### config.mk
export PLATFORM = sky130hd
export DESIGN_NAME = add_arbiter
export DESIGN_NICKNAME = d
export VERILOG_FILES = /design/src/rtl/add_arbiter.sv
export SDC_FILE = /design/constraint.sdc
export NUM_CORES = 1
export LEC_CHECK = 0
export ABC_AREA = 1
export CORE_MARGIN = 1
export CORE_UTILIZATION = 26
export CTS_CLUSTER_DIAMETER = 100
export DETAILED_ROUTE_END_ITERATION = 10
export GPL_TIMING_DRIVEN = 0
export PLACE_DENSITY_LB_ADDON = 0.25
export SLEW_MARGIN = 10
export SYNTH_ARGS = -nofsm -noshare
export SYNTH_HDL_FRONTEND = slang
export SYNTH_SLANG_ARGS = --single-unit
### constraint.sdc
create_clock -name clk -period 8.9 [get_ports clk]
set_input_delay 2.67 -clock clk [delete_from_list [all_inputs] [get_ports clk]]
set_output_delay 2.67 -clock clk [all_outputs]
set_load 0.05 [all_outputs]
### src/rtl/add_arbiter.sv
// Two-requester round-robin arbiter in front of one shared N-bit adder, with a
// single-entry result register (EMPTY/FULL) and a consumed-result counter.
module add_arbiter #(
  parameter int N = 32
) (
  input  logic         clk,
  input  logic         rst,
  input  logic         req0_valid,
  output logic         req0_ready,
  input  logic [N-1:0] req0_a,
  input  logic [N-1:0] req0_b,
  input  logic         req1_valid,
  output logic         req1_ready,
  input  logic [N-1:0] req1_a,
  input  logic [N-1:0] req1_b,
  output logic         rsp_valid,
  input  logic         rsp_ready,
  output logic [N-1:0] rsp_sum,
  output logic         rsp_cout,
  output logic         rsp_id,
  output logic [15:0]  op_count
);

  typedef enum logic {EMPTY = 1'b0, FULL = 1'b1} state_e;

  state_e       state_q, state_d;
  logic [N-1:0] sum_q, sum_d;
  logic         cout_q, cout_d;
  logic         id_q, id_d;
  logic         last_q, last_d;
  logic [15:0]  cnt_q, cnt_d;

  logic         can_issue, gnt0, gnt1, xfer, consume;
  logic [N-1:0] op_a, op_b;
  logic [N:0]   add_res;

  // last_q names the previous winner; on contention the other side wins.
  always_comb begin
    can_issue = !rst && ((state_q == EMPTY) || rsp_ready);
    gnt0      = can_issue && req0_valid && (!req1_valid || last_q);
    gnt1      = can_issue && req1_valid && (!req0_valid || !last_q);
  end

  assign xfer    = gnt0 || gnt1;
  assign consume = (state_q == FULL) && rsp_ready;
  assign op_a    = gnt1 ? req1_a : req0_a;
  assign op_b    = gnt1 ? req1_b : req0_b;
  assign add_res = {1'b0, op_a} + {1'b0, op_b};

  always_comb begin
    state_d = state_q;
    sum_d   = sum_q;
    cout_d  = cout_q;
    id_d    = id_q;
    last_d  = last_q;
    cnt_d   = consume ? cnt_q + 16'd1 : cnt_q;
    if (xfer) begin
      state_d = FULL;
      sum_d   = add_res[N-1:0];
      cout_d  = add_res[N];
      id_d    = gnt1;
      last_d  = gnt1;
    end else if (consume) begin
      state_d = EMPTY;
    end
  end

  always_ff @(posedge clk or posedge rst) begin
    if (rst) begin
      state_q <= EMPTY;
      sum_q   <= '0;
      cout_q  <= 1'b0;
      id_q    <= 1'b0;
      last_q  <= 1'b1;
      cnt_q   <= '0;
    end else begin
      state_q <= state_d;
      sum_q   <= sum_d;
      cout_q  <= cout_d;
      id_q    <= id_d;
      last_q  <= last_d;
      cnt_q   <= cnt_d;
    end
  end

  assign req0_ready = gnt0;
  assign req1_ready = gnt1;
  assign rsp_valid  = (state_q == FULL);
  assign rsp_sum    = sum_q;
  assign rsp_cout   = cout_q;
  assign rsp_id     = id_q;
  assign op_count   = cnt_q;

endmodule

Yosys cells after proc, flatten, opt, wreduce, memory -nomap -nowiden
Index checks and enable logic that the tools add are counted.
{ "classes": {"add_sub_neg": 2, "n_mux": 4, "n_bitwise": 1, "reduce_logical": 15} }
{ "op_table": {"columns": ["op", "n"], "rows": [
  ["$mux W32", 2],
  ["$add A32 B32 Y33", 1],
  ["$add A16 B1 Y16 const B", 1],
  ["$logic_and A1 B1 Y1", 6],
  ["$logic_not A1 Y1", 4],
  ["$logic_or A1 B1 Y1", 4],
  ["$mux W1", 2],
  ["$reduce_bool A2 Y1", 1],
  ["$not A1 Y1", 1]
]} }
{ "totals": {"reg_bits": 52, "out_inout_bits": 53} }

Depth between registers and ports, before layout
Gate-level depths: netlist (run 1).
{ "depth": {"ltp_word": 7, "depth_mapped": 23} }

Least setup slack after synthesis (run 1)
OpenSTA, ideal clock, no wires.
{ "synth_timing": {"path_kind": "input to output", "start": "input port rst", "end": "output port req1_ready", "arrival_time_ps": 4785, "required_ps": 6230, "path_slack_ps": 1445, "stages": 4, "n_path_buf": 1, "path_cell_list": "inv_1 > o21ai_2 > nor2_1 > clkbuf_1"} }
{ "synth_between": {"elab_chain_cells": 4} }
{ "synth_lines": {"columns": ["item", "line_no", "source"], "rows": [
  ["from (decl)", "7", "input logic rst,"],
  ["$logic_not A1 Y1 (no source line)", null, null],
  ["$logic_and A1 B1 Y1", "39", "can_issue = !rst && ((state_q == EMPTY) || rsp_ready);"],
  ["$logic_and A1 B1 Y1 (2 in series)", "41", "gnt1 = can_issue && req1_valid && (!req0_valid || !last_q);"],
  ["to (decl)", "13", "output logic req1_ready,"]
]} }
Every way passes these cells.

Worst setup path in the final report (run 1)
Same ends and word-level chain as after synthesis.

==> impl_metrics.env, run 1 <==
export IMPL_status="complete, no violations"
export IMPL_post_cts_repair_setup_buffers=0
export IMPL_rsz0062_at_grt="no"
export IMPL_fin_crit_sh_pct=90.9
export IMPL_area_delta_synth_final_pct=43.5
export IMPL_port_buffers=185
export IMPL_wl_per_cell_um=11.9
export IMPL_pin_count=186
export IMPL_grt_overflow=0
export IMPL_syn_avg_cell_area_um2=5.63
export IMPL_cp_required_ns=6.23
export IMPL_grt_pass1_vias=5764
export IMPL_setup_worst_path_start="rst"
export IMPL_num_rows=52
export IMPL_die_y_um=146
export IMPL_timing_rr_start="rsp_valid"
export IMPL_holdWs_ns=0.468
export IMPL_placed_cells=1413
export IMPL_hold_viol=0
export IMPL_cp_end_kind="primary output"
export IMPL_viasPerCell=4.24
export IMPL_clock_latency_ns=0.29
export IMPL_dpl_cell_area_um2=7600
export IMPL_slew_viol_final=0
export IMPL_rrSetupSlack_ns=5.28
export IMPL_final_util_pct=38.1
export IMPL_grt_pass1_wl_um=28000
export IMPL_synth_ff_type="dfrtp_1"
export IMPL_min_path_type="register to register"
export IMPL_synth_cell_area_um2=5390
export IMPL_fin_crit_ns=8.09
export IMPL_synth_edf_count=0
export IMPL_htreeDepth=2
export IMPL_post_cts_resized=0
export IMPL_place_congestion=0.845
export IMPL_reg2reg_depth=18
export IMPL_setup_viol=0
export IMPL_synth_yosys_seq_area_share_pct=24.2
export IMPL_coreArea_um2=20300
export IMPL_hpwl_um=14700
export IMPL_grt_max_degree=29
export IMPL_timing_final_ws_setup_ns=0.807
export IMPL_powerDensity_nw_per_um2=207
export IMPL_cts_path_max_buffers=2
export IMPL_start_util_pct=26.6
export IMPL_numCtsBuffers=5
export IMPL_fp_dieArea_um2=21300
export IMPL_cp_arrival_ns=5.42
export IMPL_drt_pass1_iterations=5
export IMPL_regToRegEndpoint="rsp_cout"
export IMPL_crit_type="input pin to primary output"
export IMPL_fmax_mhz=124
export IMPL_vias=6016
export IMPL_clk_pin_slew_ns=0.07
export IMPL_syn_num_nets=1124
export IMPL_ys_ff_latch=52
export IMPL_fin_nets=1317
export IMPL_critPathLaunchType="input pin"
export IMPL_grt_use_total_pct=16.3
export IMPL_worstSetupEndpoint="req1_ready"
export IMPL_hp_start="rsp_sum[4]"
export IMPL_postRouteAntennaNets=0
export IMPL_hold_buffers=0
export IMPL_relSlewSlack_pct=55.0
export IMPL_ys_warnings_count=0
export IMPL_place_ws_ns=0.759
export IMPL_wl_um=16900
export IMPL_drtIter0Drc=265
export IMPL_cts_root_buf="clkbuf_16"
export IMPL_synth_cell_type_count=34
export IMPL_critPathMaxFanout=26
export IMPL_clock_sinks=52
export IMPL_async_reset_ff_share_pct=100
export IMPL_finClkSkew_ns=0.00288
export IMPL_power_leakage_nw=4.29
export IMPL_worst_slew_pin_slew_ns=0.675
export IMPL_final_cells=1420
export IMPL_maxCapViolCount=0
export IMPL_antenna_found_initial=0
export IMPL_netlist_instances=957
export IMPL_die_width_um=146
export IMPL_tritoncts="built"
export IMPL_drive_gt1_share_pct=3.65
export IMPL_drc_errors=0
export IMPL_antenna_diode_count=0
export IMPL_vdd_drop_max_v=0.0000932
export IMPL_design_area_um2=7730
## placed cells by master (no fill, tap or decap), drive strengths merged
cell type,instances
a21o,1
a21oi,23
a31oi,3
and2,1
buf,19
clkbuf,9
clkdlybuf4s50,185
clkinv,2
dfrtp,51
dfstp,1
fa,1
ha,33
inv,137
nand2,517
nand3,55
nand3b,1
nand4,9
nor2,62
nor3,4
nor3b,1
o211ai,1
o21ai,8
o21bai,1
or2,4
xnor2,11
xor2,10
## flip-flops by register name, indices dropped and copies added, names as in the netlist
register   cells
last_q         1
rsp_sum       32
rsp_valid      1
rsp_id         1
rsp_cout       1
op_count      16
## how the worst min path moves through the flow
stage / end / slack [ns] / cells after the start
floorplan: last_q / 0.45 / 2
global placement: rsp_sum[4] / 0.46 / 2
detailed placement: rsp_sum[4] / 0.46 / 2
CTS: last_q / 0.47 / 2
global route: rsp_sum[16] / 0.49 / 2
finish: rsp_sum[4] / 0.47 / 2
## synthesized netlist by cell type, drive strengths merged, types with 3 or more instances
| library cell | number | area, um^2 |
|---|---|---|
| inv | 137 | 514 |
| nand2 | 517 | 1950 |
| or2 | 4 | 25.0 |
| a21oi | 23 | 115 |
| nor2 | 62 | 250 |
| dfrtp | 51 | 1280 |
| buf | 18 | 128 |
| a31oi | 3 | 18.8 |
| xor2 | 10 | 87.6 |
| o21ai | 8 | 43.8 |
| xnor2 | 11 | 96.3 |
| nand4 | 9 | 56.3 |
| nand3 | 55 | 275 |
| clkbuf | 3 | 11.3 |
| ha | 33 | 413 |
| nor3 | 4 | 25.0 |
## routing by layer
| layer | GRT usage (%) | share of wire [%] | vias to the layer above |
|---|---|---|---|
| met4 | 2.81 | 0.74 | 0 |
| met3 | 1.69 | 4.2 | 10 |
| met1 | 22.8 | 50 | 2579 |
| met5 | 0 | 0 | - |
| li1 | - | - | 3275 |
| met2 | 27.2 | 45 | 152 |
## report_power, final
group	internal (mW)	switching [mW]
Sequential	0.320	0.0543
Combinational	0.365	0.678
Clock	0.102	0.0827
## logic make-up after synthesis
logic type                 after synthesis  share of synthesized area (%)
adders and majority gates               34                           8.03
DFF                                     52                           24.2
xor gates and xnor gates                21                           3.41
AOI/OAI and AO/OA                       37                           3.71
buffers and inverters                  159                           12.3
and+or+nand+nor                        654                           48.4
## through the flow
stage          power (mW)  TNS (ns)
6_report             1.60         0
5_1_grt              1.73         0
4_1_cts              1.62         0
3_5_place_dp         1.43         0
3_3_place_gp         1.42    -0.412
2_1_floorplan        1.06         0
## final cells by class
type / count / area [um^2]
sequential: 52 / 1300
tap: 270 / 338
inverter: 138 / 523
buffer: 21 / 139
multi-input combinational: 746 / 3430
clock inverter: 1 / 5.00
fill: 2316 / 12600
clock buffer: 6 / 129
timing repair buffer: 186 / 1870
## worst max-delay path, stage by stage
cell	delay [ns]
clkdlybuf4s50_1	0.41
inv_2	0.43
o21ai_2	0.14
nor2_1	0.42
clkbuf_1	0.43
clkdlybuf4s50_1	0.89
No activity file was read; power rests on OpenSTA's default activity.
==> inputs of run 2 (changes only) <==
--- a/config.mk
+++ b/config.mk
@@ -12,6 +12,7 @@
 export DETAILED_ROUTE_END_ITERATION = 10
 export GPL_TIMING_DRIVEN = 0
 export PLACE_DENSITY_LB_ADDON = 0.25
+export SETUP_SLACK_MARGIN = 0.5
 export SLEW_MARGIN = 10
 export SYNTH_ARGS = -nofsm -noshare
 export SYNTH_HDL_FRONTEND = slang
==> results of run 2 <==
Same layout as run 1: the final DEF is identical, and so are final timing and power.
